[src/rtl/uc_reg_loader.sv]
`default_nettype none
// ============================================================================
// Module   : uc_reg_loader
// Purpose  : uC serial frame receiver loading dynamic/static registers with
//            shadowed, BUSY-deferred commits.
// Revision : 1.0
// ============================================================================
module uc_reg_loader #(
    parameter int         SIZESRDYN  = 16,
    parameter int         SIZESRSTAT = 88,
    parameter logic [7:0] CMD_DYN    = 8'hD1,
    parameter logic [7:0] CMD_STAT   = 8'h5A
) (
    input  logic                  CLK,
    input  logic                  RST_N,
    input  logic                  UC_SCK,
    input  logic                  UC_CS_N,
    input  logic                  UC_MOSI,
    input  logic                  BUSY,
    output logic [SIZESRDYN-1:0]  dynamicReg,
    output logic [SIZESRSTAT-1:0] staticReg,
    output logic                  DYN_UPD,
    output logic                  STAT_UPD,
    output logic                  FRAME_ERR,
    output logic                  OVERRUN
);
    localparam int c_CNT_W = $clog2(SIZESRSTAT + 1);

    typedef enum logic [1:0] {
        S_IDLE    = 2'd0,
        S_CMD     = 2'd1,
        S_PAYLOAD = 2'd2,
        S_DONE    = 2'd3
    } state_t;

    state_t r_state;
    state_t w_state_nxt;

    logic r_sck_s1, r_sck_s2, r_sck_s3;
    logic r_cs_s1, r_cs_s2;
    logic r_mosi_s1, r_mosi_s2;
    logic r_armed;
    logic [c_CNT_W-1:0]    r_bit_cnt;
    logic [7:0]            r_cmd;
    logic                  r_is_stat;
    logic [SIZESRSTAT-1:0] r_shift;
    logic [SIZESRDYN-1:0]  r_dyn_shadow;
    logic [SIZESRSTAT-1:0] r_stat_shadow;
    logic                  r_dyn_pend, r_stat_pend;

    logic                  w_sck_rise;
    logic [7:0]            w_cmd_nxt;
    logic [SIZESRSTAT-1:0] w_shift_nxt;
    logic [c_CNT_W-1:0]    w_last_idx;
    logic                  w_start, w_cmd_dyn, w_cmd_stat;
    logic                  w_load_dyn, w_load_stat, w_frame_err;
    logic                  w_dyn_commit, w_stat_commit;

    assign w_sck_rise    = r_sck_s2 & ~r_sck_s3;
    assign w_cmd_nxt     = {r_cmd[6:0], r_mosi_s2};
    assign w_shift_nxt   = {r_shift[SIZESRSTAT-2:0], r_mosi_s2};
    assign w_last_idx    = r_is_stat ? c_CNT_W'(SIZESRSTAT - 1) : c_CNT_W'(SIZESRDYN - 1);
    assign w_dyn_commit  = r_dyn_pend & ~BUSY;
    assign w_stat_commit = r_stat_pend & ~BUSY;

    always_ff @(posedge CLK) begin
        if (!RST_N) r_state <= S_IDLE;
        else        r_state <= w_state_nxt;
    end

    always_comb begin
        w_state_nxt = r_state;
        w_start     = 1'b0;
        w_cmd_dyn   = 1'b0;
        w_cmd_stat  = 1'b0;
        w_load_dyn  = 1'b0;
        w_load_stat = 1'b0;
        w_frame_err = 1'b0;
        case (r_state)
            S_IDLE: begin
                // r_armed blocks a frame that was already running across reset
                if (!r_cs_s2 && r_armed) begin
                    w_state_nxt = S_CMD;
                    w_start     = 1'b1;
                end
            end
            S_CMD: begin
                if (r_cs_s2) begin
                    w_state_nxt = S_IDLE;
                    w_frame_err = 1'b1;
                end else if (w_sck_rise && r_bit_cnt == c_CNT_W'(7)) begin
                    if (w_cmd_nxt == CMD_DYN) begin
                        w_state_nxt = S_PAYLOAD;
                        w_cmd_dyn   = 1'b1;
                    end else if (w_cmd_nxt == CMD_STAT) begin
                        w_state_nxt = S_PAYLOAD;
                        w_cmd_stat  = 1'b1;
                    end else begin
                        w_state_nxt = S_DONE;
                        w_frame_err = 1'b1;
                    end
                end
            end
            S_PAYLOAD: begin
                if (r_cs_s2) begin
                    w_state_nxt = S_IDLE;
                    w_frame_err = 1'b1;
                end else if (w_sck_rise && r_bit_cnt == w_last_idx) begin
                    w_state_nxt = S_DONE;
                    w_load_dyn  = ~r_is_stat;
                    w_load_stat = r_is_stat;
                end
            end
            S_DONE: begin
                if (r_cs_s2) w_state_nxt = S_IDLE;
            end
            default: w_state_nxt = S_IDLE;
        endcase
    end

    always_ff @(posedge CLK) begin
        if (!RST_N) begin
            r_sck_s1      <= 1'b0;
            r_sck_s2      <= 1'b0;
            r_sck_s3      <= 1'b0;
            r_cs_s1       <= 1'b0;
            r_cs_s2       <= 1'b0;
            r_mosi_s1     <= 1'b0;
            r_mosi_s2     <= 1'b0;
            r_armed       <= 1'b0;
            r_bit_cnt     <= '0;
            r_cmd         <= '0;
            r_is_stat     <= 1'b0;
            r_shift       <= '0;
            r_dyn_shadow  <= '0;
            r_stat_shadow <= '0;
            r_dyn_pend    <= 1'b0;
            r_stat_pend   <= 1'b0;
            dynamicReg    <= '0;
            staticReg     <= '0;
            DYN_UPD       <= 1'b0;
            STAT_UPD      <= 1'b0;
            FRAME_ERR     <= 1'b0;
            OVERRUN       <= 1'b0;
        end else begin
            r_sck_s1  <= UC_SCK;
            r_sck_s2  <= r_sck_s1;
            r_sck_s3  <= r_sck_s2;
            r_cs_s1   <= UC_CS_N;
            r_cs_s2   <= r_cs_s1;
            r_mosi_s1 <= UC_MOSI;
            r_mosi_s2 <= r_mosi_s1;
            if (r_cs_s2) r_armed <= 1'b1;

            if (w_start) begin
                r_bit_cnt <= '0;
                r_shift   <= '0;
            end else if (w_cmd_dyn || w_cmd_stat) begin
                r_bit_cnt <= '0;
                r_is_stat <= w_cmd_stat;
            end else if (w_sck_rise && (r_state == S_CMD || r_state == S_PAYLOAD)) begin
                r_bit_cnt <= r_bit_cnt + c_CNT_W'(1);
            end
            if (w_sck_rise && r_state == S_CMD)     r_cmd   <= w_cmd_nxt;
            if (w_sck_rise && r_state == S_PAYLOAD) r_shift <= w_shift_nxt;

            // A new load wins over a same-cycle commit clearing the pending flag
            if (w_load_dyn) begin
                r_dyn_shadow <= w_shift_nxt[SIZESRDYN-1:0];
                r_dyn_pend   <= 1'b1;
            end else if (w_dyn_commit) begin
                r_dyn_pend   <= 1'b0;
            end
            if (w_load_stat) begin
                r_stat_shadow <= w_shift_nxt;
                r_stat_pend   <= 1'b1;
            end else if (w_stat_commit) begin
                r_stat_pend   <= 1'b0;
            end

            if (w_dyn_commit)  dynamicReg <= r_dyn_shadow;
            if (w_stat_commit) staticReg  <= r_stat_shadow;
            DYN_UPD   <= w_dyn_commit;
            STAT_UPD  <= w_stat_commit;
            FRAME_ERR <= w_frame_err;
            OVERRUN   <= (w_load_dyn & r_dyn_pend & BUSY) | (w_load_stat & r_stat_pend & BUSY);
        end
    end
endmodule
`default_nettype wire

[config.mk]
export PLATFORM = sky130hd
export DESIGN_NAME = uc_reg_loader
export DESIGN_NICKNAME = d
export VERILOG_FILES = /design/src/rtl/uc_reg_loader.sv
export SDC_FILE = /design/constraint.sdc
export NUM_CORES = 1
export LEC_CHECK = 0
export CORE_MARGIN = 2
export CORE_UTILIZATION = 50
export CTS_CLUSTER_SIZE = 8
export DETAILED_ROUTE_END_ITERATION = 10
export PLACE_DENSITY = 0.71
export SLEW_MARGIN = 20
export SYNTH_ARGS = -nofsm -noshare
export SYNTH_HDL_FRONTEND = slang
export SYNTH_SLANG_ARGS = --single-unit
[constraint.sdc]
create_clock -name CLK -period 2.5 [get_ports CLK]
set_clock_uncertainty 0.05 [all_clocks]
set_input_delay 0.5 -clock CLK [delete_from_list [all_inputs] [get_ports CLK]]
set_output_delay 0.5 -clock CLK [all_outputs]
set_load 0.05 [all_outputs]
==> flow_metrics.py <==
metrics = {
    "clock_tree": {
        "h-tree-depth": 2,
        "postCtsHoldBufs": 0,
        "cts_tree": "yes",
        "clock-sinks": 326,
        "cts_root_buffer": "clkbuf_16",
        "numCtsBuffers": 46,
        "cts_buffer_depth": 3,
        "cts.repair.resized": 0,
        "clkTransAtPathRegs_ns": 0.05,
        "clock_latency_ns": 0.52,
        "post_cts_buffers": 0,
    },
    "timing": {
        "fmax_ghz": 0.434,
        "period_needed_ns": 2.30,
        "setup_violations": 0,
        "tightest_slew_ns": 0.561,
        "hold_viol": 0,
        "fin_tns_setup_ns": 0,
        "drv_slew": 0,
        "rsz0062_at_grt": "false",
        "max_slew_margin_pct": 62.5,
        "period_share_pct": 92.1,
    },
    "setup_path": {
        "r2r_setup_slack_ns": 0.41,
        "reg2reg_to": "r_stat_shadow[85]$_SDFFE_PN0P_",
        "cp-end-kind": "output pin",
        "required_ns": 1.95,
        "crit_chain": "clkdlybuf4s50_1",
        "cp_slowest_cell": "clkdlybuf4s50_1",
        "cp.arrival_ns": 1.75,
        "worstPathMaxFanout": 2,
        "r2r_start": "r_state[0]$_SDFFE_PN0P_",
        "cp_top_family": "buffers and inverters",
        "max_stage_delay_ns": 0.83,
        "path_buf_inv": 1,
        "path_class": "flip-flop to output pin",
        "start_kind": "flip-flop",
        "rr_worst_depth": 7,
    },
    "synth": {
        "postSynth.asyncResetShare_pct": 0,
        "syn-num-nets": 1332,
        "synth_edf_count": 0,
        "yosysSeqAreaShare_pct": 57.6,
        "netlist_area_um2": 11300,
        "synth.avg_cell_area_um2": 8.58,
        "ys_types": 42,
        "synthFlopType": "dfxtp_1",
        "synth_seq_cells": 326,
        "synth_top_area_share_pct": 57.6,
        "ys_warn_count": 0,
        "syn_inst": 1321,
        "yosysTopAreaCell": "dfxtp_1",
        "synthTopCellsByArea": "dfxtp_1, nand2_1, a21oi_1",
    },
    "global_routing": {
        "grt_pass1_vias": 8683,
        "grt_max_degree": 80,
        "overflow": 0,
        "grt_pass1_wl_um": 40200,
        "antenna_found_initial": 0,
        "gr-usage-all-layers_pct": 19.9,
    },
    "finish": {
        "final-seq-area_um2": 6530,
        "syn_to_final_growth_pct": 22.8,
        "multi_input_area_um2": 4380,
        "final_area_um2": 13900,
        "fillers": 1959,
        "layout-drive-gt1-share_pct": 5.90,
        "diodes": 0,
        "fin_cells": 1692,
        "layout.nets": 1416,
        "post-route-util_pct": 62.0,
    },
    "hold_path": {
        "min_from": "r_cs_s1$_SDFF_PN0_",
        "whs_endpoint": "r_cs_s2$_SDFF_PN0_",
        "holdPathStages": 1,
        "min_path_type": "flip-flop to flip-flop",
    },
    "power_and_ir_drop": {
        "leakage_nw": 4.84,
        "power_w": 0.0108,
        "vdd_drop_max_uv": 514,
        "power.density_nw_per_um2": 777,
    },
    "die": {
        "core_area_um2": 22400,
        "row_count": 55,
        "dieArea_um2": 23900,
        "pin_count": 114,
        "die_y_um": 155,
        "initial_utilization_pct": 50.5,
        "die_x_um": 155,
    },
    "place": {
        "dp_cells": 1642,
        "gp_congestion": 0.763,
        "placed_area_um2": 12700,
        "hpwl_um": 14300,
        "port_buffers": 113,
    },
    "routing": {
        "via_per_inst": 5.29,
        "wl_um": 23800,
        "via_count": 8955,
        "drt_iter0_drc": 473,
        "routedWlPerCell_um": 14.0,
        "drt_drc_violations_left": 0,
        "first_pass_iters": 5,
        "postRouteAntennaNets": 0,
    },
    "flow_run": {
        "cap_violations": 0,
    },
    "run_status": {
        "status": "complete, no violations",
    },
}
## synthesized netlist by cell type, drive strengths merged, types with 2 or more instances
master,count
ha,5
dfxtp,326
inv,6
and3b,3
nor2,126
and3,4
clkbuf,63
nand2b,3
buf,37
nand4,4
nand3,4
nand4bb,3
o21ai,2
or3,2
mux2i,27
xnor2,3
nand3b,2
a22oi,87
nor3,2
xor2,3
a21oi,195
and2,7
nand2,393
## worst max path at each step
stage                               startpoint                              to  slack (ns)  cells after the start
finish              staticReg[29]$_SDFFE_PN0P_                   staticReg[29]        0.20                      1
CTS                 staticReg[40]$_SDFFE_PN0P_                   staticReg[40]        0.18                      1
detailed placement     r_state[0]$_SDFFE_PN0P_  r_stat_shadow[51]$_SDFFE_PN0P_        0.42                      7
global placement       r_state[0]$_SDFFE_PN0P_  r_stat_shadow[53]$_SDFFE_PN0P_        0.48                      7
global route        staticReg[40]$_SDFFE_PN0P_                   staticReg[40]        0.15                      1
floorplan              r_state[0]$_SDFFE_PN0P_        r_shift[62]$_SDFFE_PN0P_        0.78                      9
## flip-flops by register name, summed over array words and instances, names as in the netlist, 2 cells and up
name,cells
r_shift,87
r_stat_shadow,88
staticReg,88
dynamicReg,16
r_dyn_shadow,16
r_state,2
r_cmd,7
r_bit_cnt,7
## metrics by stage
stage               setup WS [ns]  hold slack (ns)
floorplan                   0.779            0.362
global placement            0.476            0.373
detailed placement          0.423            0.373
CTS                         0.178            0.387
global route                0.151            0.398
finish                      0.197            0.382
## metal layers
layer	wire length, µm	GRT usage [%]
met1	11000	25.2
met2	11300	34.2
met3	928	4.01
met4	449	6.17
met5	0	0
## final cells by class
| class | instances | area share [%] |
|---|---|---|
| sequential | 326 | 46.9 |
| timing repair buffer | 136 | 10.3 |
| clock inverter | 3 | 0.243 |
| inverter | 6 | 0.216 |
| multi-input combinational | 889 | 31.4 |
| tap | 285 | 2.56 |
| clock buffer | 47 | 8.37 |
## layout by cell type (no fill, tap or decap), types with 2 or more instances in the layout
cell type        instances
o21ai_0                  2
and3b_1                  2
nand2_1                393
and3_1                   4
nand2b_1                 2
nor2_1                 124
clkdlybuf4s50_1        113
xnor2_1                  3
a22oi_1                 87
buf_12                  10
a21oi_1                195
inv_6                    2
inv_1                    5
nand3_1                  4
xor2_1                   3
nor3_1                   2
clkbuf_16               46
mux2i_1                 27
dfxtp_1                326
nand4_1                  3
buf_4                   13
nor2_4                   2
and2_1                   7
nand3b_1                 2
or3_1                    2
ha_1                     5
nand4bb_1                3
## kinds of logic after synthesis
group / after synthesis / share of synthesized area, %
AOI/OAI and AO/OA: 291 / 15.1
xor gates and xnor gates: 6 / 0.464
adders and majority gates: 5 / 0.552
buffers and inverters: 106 / 4.08
DFF: 326 / 57.6
muxes: 27 / 2.39
and+or+nand+nor: 560 / 19.8
## power breakdown
group          leakage [nW]  internal, W  switching, W  total (W)
registers              2.63      0.00523     0.0000157    0.00524
clock network         0.590      0.00325       0.00201    0.00526
logic                  1.63     0.000103      0.000210   0.000313
total                  4.84      0.00858       0.00223     0.0108
(Power assumes the default switching activity.)
